===== config.mk =====
export PLATFORM = sky130hd
export DESIGN_NAME = mem_stage_buf
export DESIGN_NICKNAME = d
export VERILOG_FILES = /design/src/rtl/mem_stage_buf.sv
export SDC_FILE = /design/constraint.sdc
export NUM_CORES = 1
export LEC_CHECK = 0
export CAP_MARGIN = 25
export CORE_MARGIN = 2
export CORE_UTILIZATION = 57
export CTS_CLUSTER_SIZE = 30
export DETAILED_ROUTE_END_ITERATION = 7
export GPL_TIMING_DRIVEN = 0
export HOLD_SLACK_MARGIN = 0.05
export PLACE_DENSITY = 0.84
export SLEW_MARGIN = 40
export SYNTH_ARGS = -nofsm -noshare
export SYNTH_HDL_FRONTEND = slang
export SYNTH_SLANG_ARGS = --single-unit

===== constraint.sdc =====
create_clock -name clk -period 5.7 [get_ports clk]
set_input_delay 1.71 -clock clk [delete_from_list [all_inputs] [get_ports clk]]
set_output_delay 1.71 -clock clk [all_outputs]
set_load 0.03 [all_outputs]

===== src/rtl/mem_stage_buf.sv =====
// Memory-stage store buffer with a single-outstanding-op FSM. Store-to-load forwarding and
// load bypass are compiled in only when MEM_STAGE_STORE_FWD_EN is defined.
module mem_stage_buf #(
    parameter int DW       = 16,
    parameter int AW       = 16,
    parameter int SB_DEPTH = 4
) (
    input  logic                            clk,
    input  logic                            rst,
    input  logic                            req_valid,
    input  logic                            req_rd,
    input  logic                            req_wr,
    input  logic [AW-1:0]                   req_addr,
    input  logic [DW-1:0]                   req_wdata,
    input  logic                            dump,
    output logic                            req_ready,
    output logic                            stall,
    output logic                            rsp_valid,
    output logic [DW-1:0]                   rsp_rdata,
    output logic                            mem_rd,
    output logic                            mem_wr,
    output logic [AW-1:0]                   mem_addr,
    output logic [DW-1:0]                   mem_wdata,
    input  logic [DW-1:0]                   mem_rdata,
    input  logic                            mem_done,
    input  logic                            mem_err,
    output logic [$clog2(SB_DEPTH+1)-1:0]   sb_count,
    output logic                            err,
    output logic                            halt
);
    localparam int PW = $clog2(SB_DEPTH);
    localparam int CW = $clog2(SB_DEPTH + 1);
    localparam logic [CW-1:0] FULL_CNT = CW'(SB_DEPTH);

    // IDLE: pick next op | LOAD: read outstanding | DRAIN: head store outstanding | HALTED: until rst
    typedef enum logic [1:0] {IDLE, LOAD, DRAIN, HALTED} state_t;

    state_t          state_q, state_d;
    logic [AW-1:0]   sb_addr_q [SB_DEPTH];
    logic [DW-1:0]   sb_data_q [SB_DEPTH];
    logic [PW-1:0]   head_q, tail_q;
    logic [CW-1:0]   count_q;
    logic            err_q, err_d, dump_q, dump_d;
    logic            mem_rd_q, mem_rd_d, mem_wr_q, mem_wr_d;
    logic [AW-1:0]   mem_addr_q, mem_addr_d;
    logic [DW-1:0]   mem_wdata_q, mem_wdata_d;
    logic            push, pop, req_ready_c, rsp_valid_c;
    logic [DW-1:0]   rsp_rdata_c;
    logic            full, empty, active, is_st, is_ld, dump_req, fault, load_go;

    assign full     = (count_q == FULL_CNT);
    assign empty    = (count_q == '0);
    assign active   = (state_q != HALTED) && !dump_q && !rst;
    assign dump_req = req_valid & dump & active;
    assign is_st    = req_valid & req_wr & ~dump & active;
    assign is_ld    = req_valid & req_rd & ~req_wr & ~dump & active;
    assign fault    = mem_err & ((state_q == LOAD) | (state_q == DRAIN));

`ifdef MEM_STAGE_STORE_FWD_EN
    logic            fwd_hit, load_hit;
    logic [DW-1:0]   fwd_data;

    // Scan oldest to youngest so the last match is the youngest store.
    always_comb begin
        fwd_hit  = 1'b0;
        fwd_data = '0;
        for (int i = 0; i < SB_DEPTH; i++) begin
            logic [PW-1:0] idx;
            idx = head_q + PW'(i);
            if ((CW'(i) < count_q) && (sb_addr_q[idx] == req_addr)) begin
                fwd_hit  = 1'b1;
                fwd_data = sb_data_q[idx];
            end
        end
    end

    assign load_hit = is_ld & fwd_hit & ((state_q == IDLE) | (state_q == DRAIN));
    assign load_go  = is_ld & ~fwd_hit;
`else
    assign load_go  = is_ld & empty;
`endif

    always_comb begin
        state_d     = state_q;
        err_d       = err_q;
        dump_d      = dump_q | dump_req;
        mem_rd_d    = mem_rd_q;
        mem_wr_d    = mem_wr_q;
        mem_addr_d  = mem_addr_q;
        mem_wdata_d = mem_wdata_q;
        push        = 1'b0;
        pop         = 1'b0;
        req_ready_c = 1'b0;
        rsp_valid_c = 1'b0;
        rsp_rdata_c = '0;

        // Full is judged on the registered count: a same-cycle pop never frees the slot.
        if (is_st && !full && !fault) begin
            push        = 1'b1;
            req_ready_c = 1'b1;
        end
        if (dump_req) begin
            req_ready_c = 1'b1;
        end
`ifdef MEM_STAGE_STORE_FWD_EN
        if (load_hit) begin
            req_ready_c = 1'b1;
            rsp_valid_c = 1'b1;
            rsp_rdata_c = fwd_data;
        end
`endif

        case (state_q)
            IDLE: begin
                if (load_go) begin
                    state_d    = LOAD;
                    mem_rd_d   = 1'b1;
                    mem_addr_d = req_addr;
                end else if (!empty) begin
                    state_d     = DRAIN;
                    mem_wr_d    = 1'b1;
                    mem_addr_d  = sb_addr_q[head_q];
                    mem_wdata_d = sb_data_q[head_q];
                end else if (dump_d) begin
                    state_d = HALTED;
                end
            end
            LOAD: begin
                if (mem_err) begin
                    err_d    = 1'b1;
                    mem_rd_d = 1'b0;
                    state_d  = HALTED;
                end else if (mem_done) begin
                    mem_rd_d    = 1'b0;
                    state_d     = IDLE;
                    req_ready_c = 1'b1;
                    rsp_valid_c = 1'b1;
                    rsp_rdata_c = mem_rdata;
                end
            end
            DRAIN: begin
                if (mem_err) begin
                    err_d    = 1'b1;
                    mem_wr_d = 1'b0;
                    state_d  = HALTED;
                end else if (mem_done) begin
                    pop      = 1'b1;
                    mem_wr_d = 1'b0;
                    state_d  = (dump_d && (count_q == CW'(1)) && !push) ? HALTED : IDLE;
                end
            end
            default: begin
            end
        endcase
    end

    always_ff @(posedge clk) begin
        if (rst) begin
            state_q     <= IDLE;
            head_q      <= '0;
            tail_q      <= '0;
            count_q     <= '0;
            err_q       <= 1'b0;
            dump_q      <= 1'b0;
            mem_rd_q    <= 1'b0;
            mem_wr_q    <= 1'b0;
            mem_addr_q  <= '0;
            mem_wdata_q <= '0;
        end else begin
            state_q     <= state_d;
            err_q       <= err_d;
            dump_q      <= dump_d;
            mem_rd_q    <= mem_rd_d;
            mem_wr_q    <= mem_wr_d;
            mem_addr_q  <= mem_addr_d;
            mem_wdata_q <= mem_wdata_d;
            if (push) tail_q <= tail_q + PW'(1);
            if (pop)  head_q <= head_q + PW'(1);
            count_q <= count_q + CW'(push) - CW'(pop);
        end
    end

    always_ff @(posedge clk) begin
        if (!rst && push) begin
            sb_addr_q[tail_q] <= req_addr;
            sb_data_q[tail_q] <= req_wdata;
        end
    end

    assign req_ready = req_ready_c & ~rst;
    assign stall     = req_valid & ~req_ready & ~rst;
    assign rsp_valid = rsp_valid_c & ~rst;
    assign rsp_rdata = rst ? '0 : rsp_rdata_c;
    assign mem_rd    = mem_rd_q & ~rst;
    assign mem_wr    = mem_wr_q & ~rst;
    assign mem_addr  = rst ? '0 : mem_addr_q;
    assign mem_wdata = rst ? '0 : mem_wdata_q;
    assign halt      = (state_q == HALTED) & ~rst;
    assign err       = err_q;
    assign sb_count  = count_q;
endmodule

### After elaboration in Yosys (flattened, before gate mapping)

Memory sizes are Yosys's and may differ from the RTL's. A register that Yosys moved wholly into a read port is not among the register bits.
Index checks and enable logic that the tools add are counted.

| word-level totals | value |
|---|---|
| flip-flop bits (word level) | 29 |
| bits in latches | 0 |
| memory bits (writable) | 128 |
| ROM bits | 0 |
| input bits | 56 |
| memories kept | 2 |

| operators by class | value |
|---|---|
| add/sub/neg operators | 4 |
| $mul | 0 |
| div/mod/pow operators | 0 |
| magnitude comparators | 0 |
| equal/unequal tests | 13 |
| shift operators | 0 |
| mux-type cells | 37 |
| bitwise gates (word level) | 26 |
| reduce and logical (&&, ||, !) cells | 24 |

Memory list:

| name | depth | bits a word | rd ports | clocked after Yosys merged registers in | wr ports | RTL line | text |
|---|---|---|---|---|---|---|---|
| sb_addr_q | 4 | 16 | 1 | 1 | 1 | 39 | `logic [AW-1:0] sb_addr_q [SB_DEPTH];` |
| sb_data_q | 4 | 16 | 1 | 1 | 1 | 40 | `logic [DW-1:0] sb_data_q [SB_DEPTH];` |

Operators with widths:

| kind | count |
|---|---|
| 16-bit 2-to-1 mux | 8 |
| 2-bit 2-to-1 mux | 10 |
| 1-bit bitwise AND | 18 |
| 1-bit 2-to-1 mux | 16 |
| 2-bit inequality test, second input constant | 4 |
| 4-bit AND reduction | 2 |
| 1-bit logical AND | 7 |
| 3-bit inequality test, second input constant | 2 |
| 1-bit NOT | 6 |
| 2-bit case mux with 3 select lines | 1 |
| 3-bit AND reduction | 2 |
| 1-bit zero test | 5 |
| 2-bit by 1-bit adder with 2-bit output, second input constant | 2 |
| 2-bit equality test, second input constant | 2 |
| 4-bit inequality test, second input constant | 1 |
| 1-bit case mux with 2 select lines | 2 |
| 2-bit AND reduction | 2 |
| 2-bit nonzero test | 2 |
| 3-bit by 1-bit adder with 3-bit output | 1 |
| 3-bit by 1-bit equality test with 1-bit output, second input constant | 1 |
| 3-bit equality test, second input constant | 1 |
| 3-bit zero test | 1 |
| 3-bit nonzero test | 1 |
| 3-bit by 1-bit subtractor with 3-bit output | 1 |
| other kinds (5) | 6 |

### Logic depth before layout (Yosys ltp)

Gate-level depths: netlist of the first run.

| logic depth | value |
|---|---|
| depth in word-level cells | 15 |
| depth in mapped cells | 13 |

### Least setup slack after synthesis of the first run

No wires, ideal clock.

| path | value |
|---|---|
| kind | input to output |
| from | input port mem_err |
| to | output port stall |
| data arrival time | 3088 ps |
| data required time | 3990 ps |
| slack | 902 ps |
| stages | 3 |
| path buffers | 0 |
| path through | and4bb_2 > nand2b_1 > nor3b_1 |

| between the ends | value |
|---|---|
| longest elaborated chain between the ends | 12 |

RTL lines:

| item | RTL line | text |
|---|---|---|
| start, declared | 26 | `input logic mem_err,` |
| 1-bit bitwise AND | 57 | `assign fault = mem_err & ((state_q == LOAD) \| (state_q == DRAIN));` |
| 1-bit zero test | 98 | `if (is_st && !full && !fault) begin` |
| 1-bit logical AND | 98 |  |
| 1-bit 2-to-1 mux | 98 |  |
| 1-bit 2-to-1 mux | 102 | `if (dump_req) begin` |
| 1-bit 2-to-1 mux | 133 | `end else if (mem_done) begin` |
| 1-bit 2-to-1 mux | 129 | `if (mem_err) begin` |
| 1-bit 2-to-1 mux * | 113 | `case (state_q)` |
| 1-bit bitwise AND * | 190 | `assign req_ready = req_ready_c & ~rst;` |
| named net req_ready | 16 | `output logic req_ready,` |
| 1-bit NOT * | 191 | `assign stall = req_valid & ~req_ready & ~rst;` |
| 1-bit bitwise AND * (2 in series) | 191 |  |
| end, declared | 17 | `output logic stall,` |

Mark *: on every way through the listed nets, which the timed path passes. The rest lies on a longest branch.

### Final worst setup path of the first run

| path | value |
|---|---|
| from | input port mem_err |
| to | output port rsp_rdata[6] |

| between the ends | value |
|---|---|
| longest elaborated chain between the ends | 3 |

RTL lines:

| item | RTL line | text |
|---|---|---|
| 16-bit 2-to-1 mux | 129 |  |
| 16-bit 2-to-1 mux | 113 |  |
| 16-bit 2-to-1 mux | 193 | `assign rsp_rdata = rst ? '0 : rsp_rdata_c;` |
| end, declared | 19 | `output logic [DW-1:0] rsp_rdata,` |

No other way between the ends.

==> results.md, run 1 <==
- Status: finished clean
- Worst IR drop on VDD: 315 uV
- Max clock buf depth: 2
- Non-Filler Instances: 798
- Slew HR: 60.3%
- Finished Core Util: 75.2%
- Vias per inst: 5.57
- Setup TNS: 0 ns
- Vias: 4,441
- Initial Util: 58.8%
- Clk_lat worst skew: 0.43 ns
- Area post-placement: 8470 um^2
- Global-route wire length before repair: 23.4 mm
- Area of the multi-input gates: 2190 um^2
- Ys async rst share: 0%
- Row cnt: 40
- Maximum clock rate: 0.180 GHz
- Synth Register Bits: 175
- Startpoint Class: input port
- Post-route setup slack: 0.153 ns
- Routed Antenna Nets: 0
- Measured slew at the worst slew-check pin: 0.596 ns
- Total Nets Final: 685
- Setup Fix Bufs, Post-CTS: 0
- Crit path time final: 5.55 ns
- Setup violators final: 0
- CP max FO: 10
- Area grow syn2layout: 27.9%
- Flip-flop and latch area: 4780 um^2
- Yosys cell types: 43
- Post-synth EDFFs: 128
- Post-CTS Hold Buffers: 0
- Power Dens Cells: 392 nW/um^2
- Dpl hpwl: 9.80 mm
- Worst slack at placement: -0.000528 ns
- Leak Pwr: 3.05 nW
- Hold Path Class: reg -> reg
- Max Cap Viol: 0
- Final WL: 15.2 mm
- IO Count: 114
- CTS tree: built
- Total grt overflow: 0
- Cell area after layout: 9110 um^2
- # DRC: 0
- Register clock-pin slew on the reported worst setup and hold paths: 0.06 ns
- CTS HTree Levels: 4
- Core Area: 12,100 um^2
- Total CTS buffers: 17
- Sequential fraction of the synthesis area: 67.2%
- Root buf cell: clkbuf_16
- CTS Sinks: 175
- Minimum hold slack: 0.449 ns
- Largest net degree at the start of global routing: 33
- Placed Cells: 766
- Pre-Repair DR Iteration Count: 4
- Warnings from Yosys: 0
- Die area: 13,400 um^2
- Gate Count Post-Synth: 485
- Diodes inserted: 0
- Layout cell share with drive strength beyond 1: 14.6%
- Unrepaired setup endpoints after global routing: false
- Synth Area per Inst: 14.7 um^2
- CP endpoint kind: output port
- Fin. Hold Viols: 0
- Post-Syn Area: 7120 um^2
- Top-area cell type share of the netlist area: 54.0%
- Initial antenna violation count: 0
- Buffers on Ports: 113
- Synth area leaders: edfxtp_1, dfxtp_1, mux4_2
- Die Y: 116 um
- Synth area leader: edfxtp_1
- CP arrival: 3.84 ns
- Worst path required time: 3.99 ns
- Final Wtd Congestion: 0.805
- Total power: 3.57 mW
- Die W: 116 um
- Routed length per instance: 19.0 um
- Setup CP Type: in -> out
- Tot GR Track Use: 23.9%
- Fin crit share: 97.3%
- Main synth FF type: edfxtp_1
- Iteration-0 DRC count of the detailed router: 321
- Post-Syn Nets: 553
- Final slew viol count: 0
- Fillers: 731
- Skew final: 0.00744 ns
- Number of global-route vias before repair: 4,604
worst max-delay path: stages:
cell and delay, ns:
clkdlybuf4s50_1 0.55, and4bb_2 0.44, clkbuf_1 0.26, and2_1 0.18
clkdlybuf4s50_1 0.69
synth_stat cells, drive strengths merged, types with 2 or more instances:
| cell | number |
|---|---|
| nor3 | 3 |
| a311oi | 17 |
| nor2 | 32 |
| ha | 11 |
| nor3b | 2 |
| o21ai | 4 |
| mux4 | 32 |
| nor2b | 39 |
| xor2 | 2 |
| edfxtp | 128 |
| nor4bb | 2 |
| xnor2 | 3 |
| buf | 14 |
| nand2 | 69 |
| mux2i | 2 |
| inv | 8 |
| a21oi | 18 |
| clkbuf | 13 |
| and2 | 21 |
| nand3 | 2 |
| o211ai | 3 |
| dfxtp | 47 |
layer usage:
metal  track usage (%)  vias up  part of all wire (%)
li1                  -     2051                     -
met1              29.8     2221                    38
met2              41.4      150                    55
met3              5.60       19                   5.7
met4              8.57        0                   1.3
met5                 0        -                     0
state kept, by name (all words and copies together), names as in the netlist, named ones only:
name / cells
sb_addr_q: 64
sb_data_q: 64
mem_addr_q: 16
mem_wdata_q: 16
sb_count: 3
head_q: 2
state_q: 2
tail_q: 2
dump_q: 1
err: 1
mem_rd_q: 1
mem_wr_q: 1
area by class of cell:
type,count,share of cell area [%]
flip-flops and latches,175,52.5
multi-input cells,275,24.0
repair buffers,113,12.4
clock buffers,19,4.86
well taps,168,2.31
clock inverters,13,2.05
plain buffers,27,1.48
inverters,8,0.330
logic make-up after synthesis:
logic type / after synthesis / synth area share (%)
xor+xnor: 5 / 0.615
buf+inv: 35 / 2.23
compound gates: 47 / 4.67
simple gates: 177 / 12.7
mux: 34 / 10.4
flops: 175 / 67.2
fa+ha+maj: 12 / 2.21
layout by cell type, fill, tap and decap left out, types with 2 or more instances in the layout:
cell type	netlist	layout
a21oi_1	18	18
a311oi_1	16	16
and2_1	21	17
and2_4	0	4
buf_1	2	2
buf_2	7	7
buf_4	5	5
bufinv_16	0	4
clkbuf_1	13	9
clkbuf_16	0	17
clkbuf_2	0	5
clkdlybuf4s50_1	0	113
clkinv_2	0	2
clkinvlp_4	0	4
dfxtp_1	47	47
edfxtp_1	128	128
ha_1	11	11
inv_1	8	8
inv_6	0	2
mux2i_1	2	2
mux4_2	32	32
nand2_1	69	69
nor2_1	31	31
nor2b_1	39	39
nor3_1	2	2
nor4bb_1	2	2
o211ai_1	3	3
o21ai_0	3	3
xnor2_1	3	3
xor2_1	2	2
power breakdown:
group          internal, mW  switching [mW]  leakage [nW]  total, mW
Combinational         0.357           0.455          1.22      0.812
Sequential             1.48          0.0663          1.54       1.54
Clock                 0.746           0.470         0.296       1.22
Total                  2.58           0.992          3.05       3.57
timing repair:
item                       4_1_cts  5_1_grt
pin swaps                        0        0
setup endpoints to repair        1       21
gates resized for setup          1        8
worst paths after layout:
check / start / endpoint / slack, ns / cells after the start
setup / recovery: mem_err / rsp_rdata[6] / 0.15 / 5
hold / removal: mem_wdata_q[7] / mem_wdata_q[7] / 0.45 / 2
setup reg to reg: state_q[0] / sb_count[2] / 2.59 / 13
hold reg to reg: mem_wdata_q[7] / mem_wdata_q[7] / 0.45 / 2
Power figures use the tool's default switching activity.
==> inputs of run 2 (changes only) <==
TNS_END_PERCENT = 100   (was unset)
==> results of run 2 <==
Same layout as run 1: the final DEF is identical, and so are final timing and power.
